--- config.mk ---
export PLATFORM = sky130hd
export DESIGN_NAME = signal_sequencer
export DESIGN_NICKNAME = d
export VERILOG_FILES = /design/src/rtl/signal_sequencer.sv
export SDC_FILE = /design/constraint.sdc
export NUM_CORES = 1
export LEC_CHECK = 0
export BUFFER_PORTS_ARGS = -buffer_cell sky130_fd_sc_hd__buf_2
export CAP_MARGIN = 20
export CORE_MARGIN = 1
export CORE_UTILIZATION = 30
export CTS_CLUSTER_SIZE = 40
export DETAILED_ROUTE_END_ITERATION = 8
export HOLD_SLACK_MARGIN = 0.06
export PLACE_DENSITY = 0.51
export SKIP_LAST_GASP = 1
export SYNTH_ARGS = -nofsm -noshare
export SYNTH_HDL_FRONTEND = slang
export SYNTH_SLANG_ARGS = --single-unit
--- constraint.sdc ---
create_clock -name clock -period 1.7 [get_ports clock]
set_input_delay 0.34 -clock clock [delete_from_list [all_inputs] [get_ports clock]]
set_output_delay 0.34 -clock clock [all_outputs]
set_load 0.01 [all_outputs]
--- src/rtl/signal_sequencer.sv ---
// signal_sequencer: four-way intersection phase controller.
// Latches pedestrian and turn requests and sequences MAIN, TURN and PED phases through
// timed all-red CLEAR intervals. Lamp outputs are registered decodes of the state register.
// Optional feature: define SIGNAL_AMBER_EN to insert an AMBER interval before every CLEAR
// that follows a green phase (adds the amber port and the AMBER_TIME parameter).
module signal_sequencer #(
  parameter int unsigned TIMER_W    = 8,
  parameter int unsigned MIN_GREEN  = 8,
  parameter int unsigned TURN_TIME  = 6,
  parameter int unsigned PED_TIME   = 10,
  parameter int unsigned CLEAR_TIME = 2
`ifdef SIGNAL_AMBER_EN
  ,
  parameter int unsigned AMBER_TIME = 3
`endif
) (
  input  logic       clock,
  input  logic       reset_n,
  input  logic       pedestrian_button,
  input  logic       turn_sensor,
  output logic       pedestrian_green,
  output logic       up_green,
  output logic       down_green,
  output logic       turn_green,
`ifdef SIGNAL_AMBER_EN
  output logic       amber,
`endif
  output logic [1:0] phase
);

  // Encodings of MAIN/TURN/PED equal their phase codes; AMBER reports phase 0.
  typedef enum logic [2:0] {
    StClear = 3'd0,
    StMain  = 3'd1,
    StTurn  = 3'd2,
    StPed   = 3'd3,
    StAmber = 3'd4
  } state_e;

  // A timed state of length N exits on the edge where the timer reads N-1.
  localparam logic [TIMER_W-1:0] TimerMax     = '1;
  localparam logic [TIMER_W-1:0] MinGreenLast = TIMER_W'(MIN_GREEN - 1);
  localparam logic [TIMER_W-1:0] TurnLast     = TIMER_W'(TURN_TIME - 1);
  localparam logic [TIMER_W-1:0] PedLast      = TIMER_W'(PED_TIME - 1);
  localparam logic [TIMER_W-1:0] ClearLast    = TIMER_W'(CLEAR_TIME - 1);
`ifdef SIGNAL_AMBER_EN
  localparam logic [TIMER_W-1:0] AmberLast    = TIMER_W'(AMBER_TIME - 1);
`endif

  state_e             state_q, state_d;
  state_e             nxt_q, nxt_d;
  state_e             green_exit;
  logic [TIMER_W-1:0] timer_q, timer_d;
  logic               ped_req_q, ped_req_d;
  logic               turn_req_q, turn_req_d;
  logic               last_ped_q, last_ped_d;

  // Where a green phase goes when it ends.
`ifdef SIGNAL_AMBER_EN
  assign green_exit = StAmber;
`else
  assign green_exit = StClear;
`endif

  // Next-state, phase timer and request latch logic.
  always_comb begin
    state_d    = state_q;
    nxt_d      = nxt_q;
    last_ped_d = last_ped_q;
    case (state_q)
      StClear: begin
        if (timer_q == ClearLast) state_d = nxt_q;
      end
      StMain: begin
        if ((timer_q >= MinGreenLast) && (ped_req_q || turn_req_q)) begin
          // With both pending, alternate on last_ped so neither request starves.
          if (ped_req_q && (!turn_req_q || !last_ped_q)) begin
            nxt_d      = StPed;
            last_ped_d = 1'b1;
          end else begin
            nxt_d      = StTurn;
            last_ped_d = 1'b0;
          end
          state_d = green_exit;
        end
      end
      StTurn: begin
        if (timer_q == TurnLast) begin
          state_d = green_exit;
          nxt_d   = StMain;
        end
      end
      StPed: begin
        if (timer_q == PedLast) begin
          state_d = green_exit;
          nxt_d   = StMain;
        end
      end
`ifdef SIGNAL_AMBER_EN
      StAmber: begin
        if (timer_q == AmberLast) state_d = StClear;
      end
`endif
      default: state_d = StClear;
    endcase

    if (state_d != state_q) begin
      timer_d = '0;
    end else if (timer_q == TimerMax) begin
      timer_d = timer_q;
    end else begin
      timer_d = timer_q + 1'b1;
    end

    // Entering a phase serves its request, overriding a same-cycle set.
    ped_req_d  = (ped_req_q || (pedestrian_button && (state_q != StPed))) &&
                 !((state_d == StPed) && (state_q != StPed));
    turn_req_d = (turn_req_q || (turn_sensor && (state_q != StTurn))) &&
                 !((state_d == StTurn) && (state_q != StTurn));
  end

  // State registers plus registered Moore decode of the current state onto the lamps.
  always_ff @(posedge clock) begin
    if (!reset_n) begin
      state_q          <= StClear;
      nxt_q            <= StMain;
      timer_q          <= '0;
      ped_req_q        <= 1'b0;
      turn_req_q       <= 1'b0;
      last_ped_q       <= 1'b0;
      pedestrian_green <= 1'b0;
      up_green         <= 1'b0;
      down_green       <= 1'b0;
      turn_green       <= 1'b0;
      phase            <= 2'd0;
`ifdef SIGNAL_AMBER_EN
      amber            <= 1'b0;
`endif
    end else begin
      state_q          <= state_d;
      nxt_q            <= nxt_d;
      timer_q          <= timer_d;
      ped_req_q        <= ped_req_d;
      turn_req_q       <= turn_req_d;
      last_ped_q       <= last_ped_d;
      pedestrian_green <= (state_q == StPed);
      up_green         <= (state_q == StMain) || (state_q == StTurn);
      down_green       <= (state_q == StMain);
      turn_green       <= (state_q == StTurn);
      if ((state_q == StMain) || (state_q == StTurn) || (state_q == StPed)) begin
        phase <= state_q[1:0];
      end else begin
        phase <= 2'd0;
      end
`ifdef SIGNAL_AMBER_EN
      amber            <= (state_q == StAmber);
`endif
    end
  end

endmodule

-- Word level (Yosys, flattened, before mapping)
Index checks and enable logic that the tools add are counted.
W data, S select, Z words.
- register bits after elaboration: 23
- bits of input ports: 4
- output and inout port bits: 6
- add/subtract/negate cells: 1
- $lt $le $gt $ge: 1
- equality and inequality tests: 15
- multiplexer cells: 11
- bitwise logic cells: 1
- reductions and logical operators: 24
- operators by type and width (operator ; number):
    $mux W3 ; 7
    $eq A3 B2 Y1 const B ; 4
    $pmux W3 S4 ; 1
    $pmux W3 S3 ; 1
    $add A8 B1 Y8 const B ; 1
    $eq A8 B1 Y1 const B ; 1
    $eq A8 B3 Y1 const B ; 1
    $eq A8 B4 Y1 const B ; 1
    $eq A8 B8 Y1 const B ; 1
    $ge A8 B3 Y1 const B ; 1
    $logic_and A1 B1 Y1 ; 8
    $logic_or A1 B1 Y1 ; 6
    $ne A2 B2 Y1 const B ; 3
    $ne A3 B2 Y1 const B ; 2
    $logic_not A1 Y1 ; 4
    $reduce_and A2 Y1 ; 2
    $reduce_and A4 Y1 ; 1
    $eq A3 B1 Y1 const B ; 1
    $logic_not A3 Y1 ; 1
    $ne A3 B3 Y1 ; 1
    $reduce_bool A3 Y1 ; 1
    $mux W1 ; 2
    $reduce_or A2 Y1 ; 1
    $not A1 Y1 ; 1

-- Depth between registers and ports, before layout
Gate-level depths: netlist of run 1.
- word-level depth: 8
- mapped depth: 6

-- Least setup slack after synthesis of run 1
Ideal clock, no wire load.
- path type: register to register
- from: register timer_q[1]
- to: register timer_q[0]
- library setup time: 144 ps
- data arrival time: 1546 ps
- data required time: 1556 ps
- path slack: 10 ps
- cell stages (with the launch flop): 7
- path buffers: 0
- clock period less this slack: 1690 ps
- cell sequence: dfxtp_1 inv_1 ha_1 nor3b_1 a41o_1 a221oi_2 nor4_1
- cells in the longest elaborated chain, start to end: 6
- elaborated cells on any way between the ends: 13
- classes of those cells: order compare: 1; eq/ne: 5; mux: 5; reduce/logical: 2
- RTL lines (what ; RTL line ; RTL):
    from (decl) ; 53 ; logic [TIMER_W-1:0] timer_q, timer_d;
    from (signal assigned) ; 142 ; timer_q <= timer_d;
    $ge A8 B3 Y1 ; 75 ; if ((timer_q >= MinGreenLast) && (ped_req_q || turn_req_q)) begin
    $logic_and A1 B1 Y1 ; 75 ;
    $mux W3 ; 75 ;
    $pmux W3 S4 ; 70 ; case (state_q)
    $ne A3 B3 Y1 ; 107 ; if (state_d != state_q) begin
    $reduce_or A2 Y1 (no source line) ; -- ;
Several ways; a longest one is shown, not always the timed one.
A chain may end at the register's enable or synchronous reset.

-- Worst setup path in the final report of run 1
- from: register timer_q[0]
- to: register timer_q[3]
Same word-level chain as after synthesis.

==> results of run 1 <==
==> where the power goes <==
group	internal, mW	switching [mW]
Clock	0.158	0.162
Sequential	0.522	0.00792
Combinational	0.0435	0.0458
Total	0.724	0.215
==> what timing repair did <==
| action | CTS | global route |
|---|---|---|
| gates resized for setup | 4 | 24 |
| hold endpoints to repair | 0 | 0 |
| setup buffers | 1 | 3 |
| pin swaps | 4 | 8 |
| endpoints found under the setup margin | 9 | 12 |
==> final cells by class <==
class,count,area share [%]
Multi-Input combinational cell,87,49.3
Sequential cell,22,28.9
Inverter,6,1.44
Tap cell,46,3.68
Timing Repair Buffer,30,14.0
Clock buffer,3,2.64
==> synth_stat cells (2+ instances only) <==
cell type  number  area [µm²]
dfxtp_1        22         440
nor2_1          7        26.3
nor4_1          7        43.8
nand2_1         6        22.5
a21oi_1         5        25.0
inv_1           5        18.8
nand3_1         4        20.0
xnor2_1         4        35.0
a311oi_1        3        26.3
and3b_1         3        26.3
clkbuf_1        3        11.3
mux2i_1         3        30.0
nand2b_1        3        18.8
nor2b_1         3        18.8
a31oi_1         2        12.5
and2_1          2        12.5
ha_1            2        25.0
nor3_1          2        10.0
nor3b_1         2        15.0
o211a_1         2        20.0
o21a_1          2        15.0
o22ai_1         2        12.5
==> registers in the layout, indices dropped and copies added (netlist names) <==
register          cells
phase                 2
last_ped_q            1
state_q               3
ped_req_q             1
timer_q               8
up_green              1
turn_req_q            1
down_green            1
pedestrian_green      1
nxt_q                 2
turn_green            1
==> per-stage QoR <==
step,power [mW],setup WS (ps),cell area (µm²)
6_report,0.939,9.53,1560
5_1_grt,0.984,-71.2,1560
4_1_cts,0.921,-6.53,1440
3_5_place_dp,0.606,-174,1350
3_3_place_gp,0.604,-142,1350
2_1_floorplan,0.577,10.3,1130
==> layout by cell type (no fill, tap or decap), drive strengths merged, types with 3 or more instances in the layout <==
master,n
buf,30
dfxtp,22
nor4,8
nor2,7
nand2,6
inv,5
a21oi,5
nand3,4
xnor2,4
and3b,3
nor2b,3
nand2b,3
mux2i,3
clkbuf,3
nor3b,3
a311oi,3
o22ai,3
==> final timing paths <==
check	start	endpoint	slack, ps
worst max-delay path	timer_q[0]$_SDFFE_PP0P_	timer_q[3]$_SDFFE_PP0P_	10
worst min-delay path	reset_n	last_ped_q$_SDFFE_PN0P_	340
worst max register to register	timer_q[0]$_SDFFE_PP0P_	timer_q[3]$_SDFFE_PP0P_	10
worst min register to register	last_ped_q$_SDFFE_PN0P_	last_ped_q$_SDFFE_PN0P_	500
==> cell families after synthesis <==
group           synth area share [%]
buf+inv                         3.98
xor+xnor                        3.09
fa+ha+maj                       2.21
other cells                    0.331
flops                           38.9
simple gates                    28.1
mux                             2.65
compound gates                  20.8
==> worst register-to-register path: stages, from the launching register on <==
cell,delay [ps]
dfxtp_2,320
buf_4,130
ha_4,160
nor3b_4,150
a41o_1,230
a221oi_4,330
buf_12,180
nor4_1,60
==> per-layer routing <==
layer  track usage [%]  routed length [µm]  vias to the layer above
li1                  -                   -                      505
met1              18.7                1290                      487
met3              3.80                  64                        4
met5                 0                   0                        -
met4              4.55                  36                        0
met2              22.3                1320                       15
==> summary.md, run 1 <==
| Metric | Value |
|---|---|
| Tot GR Track Use | `14.2%` |
| Vias in the first global route | `965` |
| CP peak stage delay | `330 ps` |
| Nets@finish | `156` |
| Worst EP required | `1830 ps` |
| N_diodes | `0` |
| Number of CTS-inserted buffers | `3` |
| Grt total ovfl | `0` |
| Non-Filler Instances | `194` |
| Async set or reset register ratio after synthesis | `0%` |
| Post-synth EDFFs | `0` |
| Setup_tns | `0 ps` |
| First-pass GRT wire length | `4.46 mm` |
| Die Y | `63.4 µm` |
| Hold WC Path Type | `in -> reg` |
| Clk_skew | `1.87 ps` |
| Multi-input logic area | `771 µm²` |
| Lkg Pwr | `0.614 nW` |
| Number of instances in the placed design | `188` |
| Total vias in the final route | `1011` |
| Fmax | `0.592 GHz` |
| DR vias/cell | `5.21` |
| Post-Synthesis Cells | `119` |
| Final number of hold-violating endpoints | `0` |
| Worst rel slew slack | `60.2%` |
| Antenna violations before repair | `0` |
| Routability congestion estimate | `0.881` |
| CTS tree | `done` |
| Clock latency on the worst-skew pair | `260 ps` |
| Core area | `3470 µm²` |
| Final core occ | `45.1%` |
| PortBufs | `9` |
| Clock Tree Root | `clkbuf_8` |
| Worst Reg2Reg Path Length in Cells | `7` |
| I/O pins | `10` |
| Detail Route Antenna Nets | `0` |
| Cell Chain, Critical Path | `buf_4, ha_4, nor3b_4, a41o_1, a221oi_4, buf_12, nor4_1` |
| Period minus WS final | `1690 ps` |
| Yosys warning count | `0` |
| H-tree level count | `1` |
| Worst-Margin Slew | `595 ps` |
| PD cells | `601 nW/µm²` |
| Top_reg_cell synth | `dfxtp_1` |
| Peak supply drop | `0.551 mV` |
| Yosys reg bits | `22` |
| Iter 0 DRT Violations | `41` |
| Largest net degree at the start of global routing | `12` |
| Hold_buf cts | `0` |
| Initial core utilization | `32.6%` |
| Period Utilization, post-route | `99.4%` |
| Status | `finished clean` |
| Sequential fraction of the synthesis area | `38.9%` |
| CTS sink cnt | `22` |
| Top cell family by delay on the critical path | `compound AO/OA/AOI/OAI gates` |
| Maxcap violations | `0` |
| Detailed placer's ending HPWL | `1.97 mm` |
| Critical path depth | `7` |
| Slew Limit Fails | `0` |
| Mapped Area | `1130 µm²` |
| Seq. cell area | `452 µm²` |
| Routed WL per cell | `14.0 µm` |
| DR pass1 iterations | `4` |
| Clock-pin slew on the worst setup and hold paths | `70 ps` |
| DIE AREA | `4020 µm²` |
| RSZ-0062 raised after global routing | `true` |
| Critical setup path kind | `reg -> reg` |
| Crit Path Max Fanout | `8` |
| Final setup violation count | `0` |
| WHS | `337 ps` |
| Setup crit start kind | `flip-flop` |
| Crit end category | `flip-flop` |
| Syn avg cell area | `9.52 µm²` |
| Worst path arrival time | `1820 ps` |
| Area growth syn-to-layout | `38.0%` |
| Row cnt | `21` |
| DRC | `0` |
| Yosys cell types | `47` |
| Highest-delay cell along the critical path | `a221oi_4` |
| Clk buf depth | `2` |
| Critical path buffers and inverters | `2` |
| Syn nets | `125` |
| Total Wirelength | `2.72 mm` |
| Die X-Extent | `63.4 µm` |
| Hold Path Cell Cnt | `2` |
| Share of layout cells above drive strength 1 | `41.2%` |
| Fillers | `337` |
Power figures use the tool's default switching activity.
==> run 2: changes to the inputs <==
- BUFFER_PORTS_ARGS: -buffer_cell sky130_fd_sc_hd__buf_2 -> not set
- DONT_BUFFER_PORTS: not set -> 1
- PLACE_DENSITY: 0.51 -> 0.49
==> run 2 against run 1 <==
Against the previous run:
- the run now ends with setup timing left
- power up 4.9%
- cell area grew 2.9%
- first-iteration DRC count fell by 37%
- sequential share of layout area fell by 0.81 points
- setup slack lost 40 ps
- wire length fell by 0.33%
- global-route usage decreased by 0.31 points
- highest routed layer unchanged
- largest power group unchanged
- worst hold slack worse by 130 ps
- combinational power shrank 7.4%
- sequential cell count unchanged
- clock power grew 16%
==> summary.md, run 2 (synthesized netlist as in run 1, its figures left out) <==
| Metric | Value |
|---|---|
| Status | `finished, violations left (was finished clean)` |
| Violated checks | `setup timing` |
| Final core occ | `46.4% (was 45.1%)` |
| Fmax | `0.578 GHz (was 0.592 GHz)` |
| Clock latency on the worst-skew pair | `260 ps (about the same)` |
| Overall power | `985 µW (was 939 µW)` |
| Critical setup path kind | `reg -> reg (unchanged)` |
| Routability congestion estimate | `0.868 (was 0.881)` |
| Setup_tns | `-30.2 ps (was 0 ps)` |
| Hold WC Path Type | `in -> reg (unchanged)` |
| Die X-Extent | `63.4 µm (unchanged)` |
| DR pass1 iterations | `4 (unchanged)` |
| Fillers | `332 (was 337)` |
| Total vias in the final route | `976 (was 1011)` |
| N_diodes | `0 (unchanged)` |
| CP peak stage delay | `570 ps (was 330 ps)` |
| Die Y | `63.4 µm (unchanged)` |
| Critical path buffers and inverters | `2 (unchanged)` |
| Row cnt | `21 (unchanged)` |
| DR vias/cell | `5.19 (was 5.21)` |
| Share of layout cells above drive strength 1 | `43.0% (was 41.2%)` |
| Setup crit start kind | `flip-flop (unchanged)` |
| Tot GR Track Use | `13.9% (was 14.2%)` |
| Total Wirelength | `2.71 mm (was 2.72 mm)` |
| Crit Path Max Fanout | `3 (was 8)` |
| Detailed placer's ending HPWL | `1.98 mm (was 1.97 mm)` |
| Hold_buf cts | `0 (unchanged)` |
| Period Utilization, post-route | `102% (was 99.4%)` |
| PortBufs | `0 (was 9)` |
| Top cell family by delay on the critical path | `simple AND/OR/NAND/NOR gates (was compound AO/OA/AOI/OAI gates)` |
| Final number of hold-violating endpoints | `0 (unchanged)` |
| Met1 Resource Use GR | `18.0% (was 18.7%)` |
| Clock-pin slew on the worst setup and hold paths | `80 ps (was 70 ps)` |
| H-tree level count | `1 (unchanged)` |
| RSZ-0062 raised after global routing | `true (unchanged)` |
| Final WS setup | `-30.2 ps (was 9.53 ps)` |
| CP most frequent cell | `buf_6` |
| Highest-delay cell along the critical path | `or4_4 (was a221oi_4)` |
| Largest net degree at the start of global routing | `13 (was 12)` |
| Non-Filler Instances | `188 (was 194)` |
| Worst rel slew slack | `50.3% (was 60.2%)` |
| Most common cell after layout, fill and taps aside | `buf_4 (unchanged)` |
| DIE AREA | `4020 µm² (unchanged)` |
| Antenna violations before repair | `0 (unchanged)` |
| CTS tree | `done (unchanged)` |
| Met3 usage | `4.89% (was 3.80%)` |
| CTS sink cnt | `22 (unchanged)` |
| Worst path arrival time | `1890 ps (was 1820 ps)` |
| Peak supply drop | `0.501 mV (was 0.551 mV)` |
| Initial core utilization | `32.6% (unchanged)` |
| Slew Limit Fails | `0 (unchanged)` |
| Cell Chain, Critical Path | `or4_4, o22ai_4, buf_6, buf_6, nor3_2, o211a_1 (was buf_4, ha_4, nor3b_4, a41o_1, a221oi_4, buf_12, nor4_1)` |
| Core area | `3470 µm² (unchanged)` |
| M2 GR Usage | `22.5% (was 22.3%)` |
| Number of CTS-inserted buffers | `3 (unchanged)` |
| R2r startpoint | `timer_q[7]$_SDFFE_PP0P_ (was timer_q[0]$_SDFFE_PP0P_)` |
| Nets@finish | `149 (was 156)` |
| Grt total ovfl | `0 (unchanged)` |
| Most frequent cells in the layout | `17 x buf_4, 15 x dfxtp_1, 7 x nor2_1 (was 19 x buf_4, 15 x dfxtp_1, 9 x buf_2, 7 x nor2_1)` |
| Number of instances in the placed design | `180 (was 188)` |
| Vias in the first global route | `969 (was 965)` |
| Iter 0 DRT Violations | `26 (was 41)` |
| Final setup violation count | `1 (was 0)` |
| Lkg Pwr | `0.593 nW (was 0.614 nW)` |
| Hold Startpoint | `reset_n (unchanged)` |
| Largest register FFs | `8 (unchanged)` |
| Critical Path Start | `timer_q[7]$_SDFFE_PP0P_ (was timer_q[0]$_SDFFE_PP0P_)` |
| Area growth syn-to-layout | `42.0% (was 38.0%)` |
| Crit end category | `flip-flop (unchanged)` |
| I/O pins | `10 (unchanged)` |
| Flop2flop setup slack | `-30 ps (was 10 ps)` |
| Detail Route Antenna Nets | `0 (unchanged)` |
| Worst EP required | `1860 ps (was 1830 ps)` |
| Largest regs | `timer_q x8, state_q x3 (unchanged)` |
| PD cells | `613 nW/µm² (was 601 nW/µm²)` |
| First-pass GRT wire length | `4.40 mm (was 4.46 mm)` |
| Grt peak-use layer | `met2 (unchanged)` |
| WHS | `206 ps (was 337 ps)` |
| Biggest register | `timer_q (unchanged)` |
| Maxcap violations | `0 (unchanged)` |
| DRC | `0 (unchanged)` |
| Routed WL per cell | `14.4 µm (was 14.0 µm)` |
| Clk buf depth | `2 (unchanged)` |
| Clock Tree Root | `clkbuf_8 (unchanged)` |
| Clk_skew | `2.13 ps (was 1.87 ps)` |
| Period minus WS final | `1730 ps (was 1690 ps)` |
| Worst-Margin Slew | `743 ps (was 595 ps)` |
-- run 2: changes by cell type in the layout (fill, tap and decap cells not counted), moves of 2 or more --
| cell | change |
|---|---|
| buf_2 | -9 |
| buf_6 | +5 |
| nor4_4 | +3 |
| nor4_2 | -3 |
| buf_4 | -2 |
-- run 2: per-layer routing --
| metal | routed length [µm] | part of all wire, % |
|---|---|---|
| met5 | 0 | 0 |
| met4 | 7 | 0.26 |
| met3 | 81 | 3.0 |
| met2 | 1280 | 47 |
| met1 | 1340 | 50 |
-- run 2: worst reg2reg max path: stages (launching register included) --
cell     delay [ps]
dfxtp_4         360
or4_4           570
o22ai_4         200
buf_6           140
buf_6           100
nor3_2           40
o211a_1         220
-- run 2: where the power goes --
part	leakage [nW]	switching, mW	internal, mW
clock network	0.0288	0.166	0.206
logic	0.382	0.0448	0.0379
registers	0.182	0.00886	0.522
-- run 2: cell type report --
type	count	area [µm²]	area share, %
flip-flops and latches	22	452	28.1
clock buffers	4	55.1	3.42
well taps	46	57.6	3.58
repair buffers	23	195	12.1
multi-input cells	87	826	51.4
inverters	6	22.5	1.40
-- run 2: what timing repair did --
| item | in CTS | in global routing |
|---|---|---|
| resized for setup | 4 | 39 |
| cloned | 0 | 0 |
| pin swaps | 6 | 18 |
| setup endpoints to repair | 9 | 11 |
| setup buffers | 3 | 1 |
-- run 2: path summary, 6_finish.rpt --
path                                  end  cells after the start
setup / recovery  last_ped_q$_SDFFE_PN0P_                      6
setup reg to reg  last_ped_q$_SDFFE_PN0P_                      6
hold / removal    last_ped_q$_SDFFE_PN0P_                      1
hold reg to reg   last_ped_q$_SDFFE_PN0P_                      1
-- run 2: through the flow --
step / instance area [µm²] / worst slack [ps]
6_report: 1610 / -30.2
5_1_grt: 1610 / -67.8
4_1_cts: 1410 / 2.77
3_5_place_dp: 1310 / -201
3_3_place_gp: 1310 / -125
2_1_floorplan: 1130 / 10.3
